## src/rtl/asip_ctrl_pkg.sv

```systemverilog
// Shared control types for the vector ASIP issue stage: scheduler state, register index layout.
package asip_ctrl_pkg;

   typedef enum logic {
      RUN   = 1'b0,
      FLUSH = 1'b1
   } sched_state_e;

   localparam int REG_IDX_W  = 3;
   localparam int SCALAR_BIT = 2;

   function automatic logic is_scalar_reg(input logic [REG_IDX_W-1:0] idx);
      return idx[SCALAR_BIT];
   endfunction

endpackage

```

## src/rtl/issue_hazard_scheduler_sb_counter.sv

```systemverilog
// Pending-write counter for one register: saturating up on issue, floored down on writeback.
module sb_counter #(
   parameter int CNT_W = 2
) (
   input  logic             clk,
   input  logic             rst_n,
   input  logic             inc,
   input  logic             dec,
   output logic [CNT_W-1:0] cnt,
   output logic             is_max
);

   logic dec_eff;

   assign is_max  = (cnt == {CNT_W{1'b1}});
   // A writeback against an idle register is dropped so an issue in the same cycle still counts.
   assign dec_eff = dec & (cnt != '0);

   always_ff @(posedge clk or negedge rst_n) begin
      if (!rst_n) begin
         cnt <= '0;
      end else if (inc && !dec_eff && !is_max) begin
         cnt <= cnt + 1'b1;
      end else if (dec_eff && !inc) begin
         cnt <= cnt - 1'b1;
      end
   end

`ifndef SYNTHESIS
   always @(posedge clk) begin
      if (rst_n && dec && (cnt == '0))
         $warning("sb_counter: writeback to idle register ignored");
   end
`endif

endmodule

```

## src/rtl/issue_hazard_scheduler.sv

```systemverilog
// Decode-to-execute issue control: RAW/WAW scoreboard stall and jump flush sequencing.
// Optional HAZARD_WB_BYPASS_EN: same-cycle writeback clears the hazard it resolves.
module issue_hazard_scheduler
   import asip_ctrl_pkg::*;
#(
   parameter int NREG         = 8,
   parameter int CNT_W        = 2,
   parameter int JUMP_PENALTY = 2
) (
   input  logic                 clk,
   input  logic                 rst_n,
   input  logic                 dec_valid,
   input  logic [REG_IDX_W-1:0] dec_rs_a,
   input  logic                 dec_rs_a_used,
   input  logic [REG_IDX_W-1:0] dec_rs_b,
   input  logic                 dec_rs_b_used,
   input  logic [REG_IDX_W-1:0] dec_rd,
   input  logic                 dec_wr_en,
   input  logic                 dec_jump,
   input  logic                 wb_valid,
   input  logic [REG_IDX_W-1:0] wb_rd,
   output logic                 issue_valid,
   output logic                 stall,
   output logic                 flush,
   output logic [NREG-1:0]      busy_mask
);

   localparam int PEN_W = 3;

   logic [CNT_W-1:0] cnt [NREG];
   logic [NREG-1:0]  inc, dec, is_max, src_busy, wr_full;
   logic             hazard;
   logic             issue_int, stall_int, flush_int;

   sched_state_e     state_q, state_d;
   logic [PEN_W-1:0] pen_q, pen_d;

   for (genvar i = 0; i < NREG; i++) begin : g_sb
      assign inc[i]       = issue_int & dec_wr_en & (dec_rd == REG_IDX_W'(i));
      assign dec[i]       = wb_valid & (wb_rd == REG_IDX_W'(i));
      assign busy_mask[i] = (cnt[i] != '0);

`ifdef HAZARD_WB_BYPASS_EN
      // Last outstanding write retiring now is forwarded, so it no longer blocks readers.
      assign src_busy[i] = busy_mask[i] & ~(dec[i] & (cnt[i] == CNT_W'(1)));
      assign wr_full[i]  = is_max[i] & ~dec[i];
`else
      assign src_busy[i] = busy_mask[i];
      assign wr_full[i]  = is_max[i];
`endif

      sb_counter #(.CNT_W(CNT_W)) u_cnt (
         .clk    (clk),
         .rst_n  (rst_n),
         .inc    (inc[i]),
         .dec    (dec[i]),
         .cnt    (cnt[i]),
         .is_max (is_max[i])
      );
   end

   assign hazard = (dec_rs_a_used & src_busy[dec_rs_a])
                 | (dec_rs_b_used & src_busy[dec_rs_b])
                 | (dec_wr_en     & wr_full[dec_rd]);

   always_ff @(posedge clk or negedge rst_n) begin
      if (!rst_n) begin
         state_q <= RUN;
         pen_q   <= '0;
      end else begin
         state_q <= state_d;
         pen_q   <= pen_d;
      end
   end

   always_comb begin
      state_d   = state_q;
      pen_d     = pen_q;
      issue_int = 1'b0;
      stall_int = 1'b0;
      flush_int = 1'b0;
      case (state_q)
         RUN: begin
            if (dec_valid) begin
               if (hazard) begin
                  stall_int = 1'b1;
               end else begin
                  issue_int = 1'b1;
                  if (dec_jump) begin
                     state_d = FLUSH;
                     pen_d   = PEN_W'(JUMP_PENALTY - 1);
                  end
               end
            end
         end
         FLUSH: begin
            flush_int = 1'b1;
            if (pen_q == '0) state_d = RUN;
            else             pen_d   = pen_q - 1'b1;
         end
         default: state_d = RUN;
      endcase
   end

   // Outputs forced low while reset is asserted, independent of decode inputs.
   assign issue_valid = rst_n & issue_int;
   assign stall       = rst_n & stall_int;
   assign flush       = rst_n & flush_int;

endmodule

```

## config.mk

```make
export PLATFORM = sky130hd
export DESIGN_NAME = issue_hazard_scheduler
export DESIGN_NICKNAME = d
export VERILOG_FILES = /design/src/rtl/asip_ctrl_pkg.sv /design/src/rtl/issue_hazard_scheduler_sb_counter.sv /design/src/rtl/issue_hazard_scheduler.sv
export SDC_FILE = /design/constraint.sdc
export NUM_CORES = 1
export LEC_CHECK = 0
export BUFFER_PORTS_ARGS = -buffer_cell sky130_fd_sc_hd__buf_2
export CAP_MARGIN = 20
export CORE_MARGIN = 2
export CORE_UTILIZATION = 35
export DETAILED_ROUTE_END_ITERATION = 8
export PLACE_DENSITY_LB_ADDON = 0.3
export SLEW_MARGIN = 20
export SYNTH_ARGS = -nofsm -noshare
export SYNTH_HDL_FRONTEND = slang
export SYNTH_HIERARCHICAL = 1
export SYNTH_SLANG_ARGS = --single-unit
```

## constraint.sdc

```tcl
create_clock -name clk -period 2.3 [get_ports clk]
set_input_delay 0 -clock clk [delete_from_list [all_inputs] [get_ports clk]]
set_output_delay 0 -clock clk [all_outputs]
set_load 0.005 [all_outputs]
```

==> summary.md <==
| Metric | Value |
|---|---|
| Run status | finished with violations |
| Violated checks | setup timing |
| Synth Flop Type | dfrtp_1 |
| Seq cells post-synth | 20 |
| Distinct cell type count after synthesis | 38 |
| Final Power | 1.34 mW |
| Post-route antenna net violation count | 0 |
| Final hold vios | 0 |
| Seq/Total Area, Yosys | 0.305 |
| Die Y | 72.5 microns |
| Final worst setup slack | -146 ps |
| Largest net degree at the start of global routing | 20 |
| Final instance area | 2330 sq um |
| Clock Latency Late Sink | 260 ps |
| Critical path class | reg -> reg |
| Total gr overflow | 0 |
| Max Root-Sink Buffers | 2 |
| H-tree depth | 1 |
| Leak | 1.08 nW |
| Initial antenna violation count | 0 |
| CTS root buffer | clkbuf_8 |
| Avg Vias per Cell | 5.15 |
| FMAX | 409 MHz |
| Vias in the first global route | 1,531 |
| Total track usage | 0.177 |
| Detailed Route Iter0 Violations | 76 |
| Crit path capture type | flip-flop |
| I/O pin count | 31 |
| Synth Cell Area | 1640 sq um |
| Final wirelength | 4.24 mm |
| Final worst path period need | 2450 ps |
| Post-Syn Nets | 227 |
| Clock Sinks | 20 |
| RePlAce Congestion | 0.839 |
| Max FO, Critical Path | 5 |
| Layout cells sized above 1 | 0.433 |
| Slew Limit Fails | 0 |
| Clk_skew | 5.05 ps |
| Initial core utilization | 0.369 |
| CP arrival | 2630 ps |
| Post-DP HPWL | 3.34 mm |
| Setup_tns | -994 ps |
| Worst path slowest cell | or3_4 |
| Router iterations before antenna repair | 4 |
| # setup viols final | 17 |
| CTS clock-pin slew for the worst setup and hold paths | 80 ps |
| Mean Syn Cell Area | 8.01 sq um |
| RSZ-0062 raised after global routing | yes |
| CTS Buf Count | 3 |
| CP startpoint kind | flip-flop |
| Post-synth EDFFs | 0 |
| Final net count | 291 |
| Worst path required time | 2490 ps |
| VDD IR max | 227 uV |
| Placed Area | 2140 sq um |
| Drt wl/cell | 13.2 microns |
| I/O Buffers | 30 |
| P&R area growth vs syn | 41.9% |
| First-pass GRT wire length | 7.27 mm |
| Worst Hold Class | in -> reg |
| Max-Cap Viols | 0 |
| Ys Warns | 6 |
| CP Cell Sequence | or2_1 > or3b_1 > a32o_2 > or3_4 > nor3_4 > nand2b_4 > nand2_1 > o22ai_1 |
| Drt drc | 0 |
| Pwr dens | 575 nW/um^2 |
| N_diodes | 0 |
| Placement Rows | 24 |
| TritonCTS clock tree | built |
| Die width | 72.5 microns |
| Fraction of registers with async set/reset | 1.00 |
| Fin crit share | 1.06 |
| Core area | 4440 sq um |
| DR vias | 1,648 |
| Post-Syn Instances | 205 |
| CP peak stage delay | 450 ps |
| Worst-Margin Slew | 758 ps |
| Total die area | 5250 sq um |
| Relative slew slack | 0.491 |
## synth_stat cells, types with 4 or more instances
cell type | count | share of area
xor2_1 | 8 | 0.043
o21bai_1 | 4 | 0.018
and2_2 | 8 | 0.037
nor3_1 | 12 | 0.037
nor3b_1 | 12 | 0.055
nand2_2 | 8 | 0.030
dfrtp_1 | 20 | 0.30
nand2b_1 | 15 | 0.057
nand2_1 | 17 | 0.039
inv_1 | 17 | 0.039
a21oi_1 | 16 | 0.049
o22ai_1 | 8 | 0.030
nor2_1 | 18 | 0.041
or2_2 | 4 | 0.015
a311oi_1 | 4 | 0.021
nand3_1 | 4 | 0.012
## layout make-up
type | count | area (sq um)
Fill cell | 437 | 2110
Multi-Input combinational cell | 167 | 1260
Timing Repair Buffer | 60 | 389
Sequential cell | 20 | 503
Clock buffer | 4 | 45.0
Tap cell | 52 | 65.1
Inverter | 17 | 63.8
## sequential cells by signal (all words and copies together), names as in the netlist
signal          count
g_sb.u_cnt/cnt     16
pen_q               3
state_q             1
## power breakdown
part           internal, mW  total [mW]  switching, mW
logic                 0.310       0.633          0.323
clock network         0.123       0.244          0.121
registers             0.420       0.462         0.0422
total                 0.853        1.34          0.487
## what timing repair did
item                       4_1_cts  5_1_grt
buffers inserted                 4        2
resized for setup                4       12
setup endpoints to repair       18       21
hold buffers                     1        0
gates cloned                     1        0
hold endpoints to repair        20        0
pin swaps                        3        7
## layout by cell type, fill, tap and decap left out, drive strengths merged
master	synthesis	layout
a21oi	16	16
a311oi	4	4
a31oi	1	1
a32o	2	2
and2	9	9
buf	2	59
clkbuf	0	4
dfrtp	20	20
dlygate4sd3	0	1
ha	2	2
inv	17	17
mux2	1	1
mux2i	1	1
mux4	1	1
nand2	25	25
nand2b	15	15
nand3	4	4
nor2	18	18
nor2b	2	2
nor3	12	12
nor3b	12	12
nor4	2	2
nor4b	2	2
o21ai	2	2
o21bai	4	4
o22ai	8	8
o31a	2	2
o31ai	2	2
o41ai	1	1
or2	6	6
or3	1	2
or3b	2	2
xnor2	1	1
xor2	8	8
## worst max-delay path, delay by kind of cell (launching register included)
kind	cells	cell delay [ps]
compound gates	2	390
flops	1	390
simple gates	6	1590
## worst paths after layout
check | slack (ps) | cells past startpoint | startpoint | endpoint
max in group asynchronous | 1730 | 3 | rst_n | g_sb[6].u_cnt/cnt[1]
min in group asynchronous | 90 | 2 | rst_n | state_q
max reg2reg | -150 | 8 | g_sb[2].u_cnt/cnt[0] | g_sb[7].u_cnt/cnt[0]
min reg2reg | 540 | 1 | g_sb[3].u_cnt/cnt[0] | g_sb[3].u_cnt/cnt[0]
max | -150 | 8 | g_sb[2].u_cnt/cnt[0] | g_sb[7].u_cnt/cnt[0]
min | 20 | 3 | dec_jump | pen_q[0]
## layer usage
layer,wire [microns],track usage,vias up
met2,2000,0.290,34
li1,-,-,846
met3,155,0.0236,5
met5,0,0,-
met4,42,0.0473,0
met1,2040,0.247,763
## stage by stage
step / hold WS, ps / setup slack [ps] / utilization / cells
final: 23.4 / -146 / 0.524 / 320
after detailed placement: -171 / -119 / 0.483 / 308
after global routing: 49.9 / -259 / 0.524 / 320
after global placement: -175 / -52.0 / 0.483 / 308
after CTS: 15.9 / -83.4 / 0.506 / 318
after floorplan: -296 / -83.3 / - / 205
## logic make-up after synthesis
logic type / Yosys count / synth area share
buffers and inverters: 19 / 0.0488
AND/OR/NAND/NOR: 110 / 0.387
XOR/XNOR: 9 / 0.0480
multiplexers: 3 / 0.0267
adder cells (fa/ha/maj): 2 / 0.0152
AO/OA/AOI/OAI: 42 / 0.169
flip-flops: 20 / 0.305
Power figures use the tool's default switching activity.
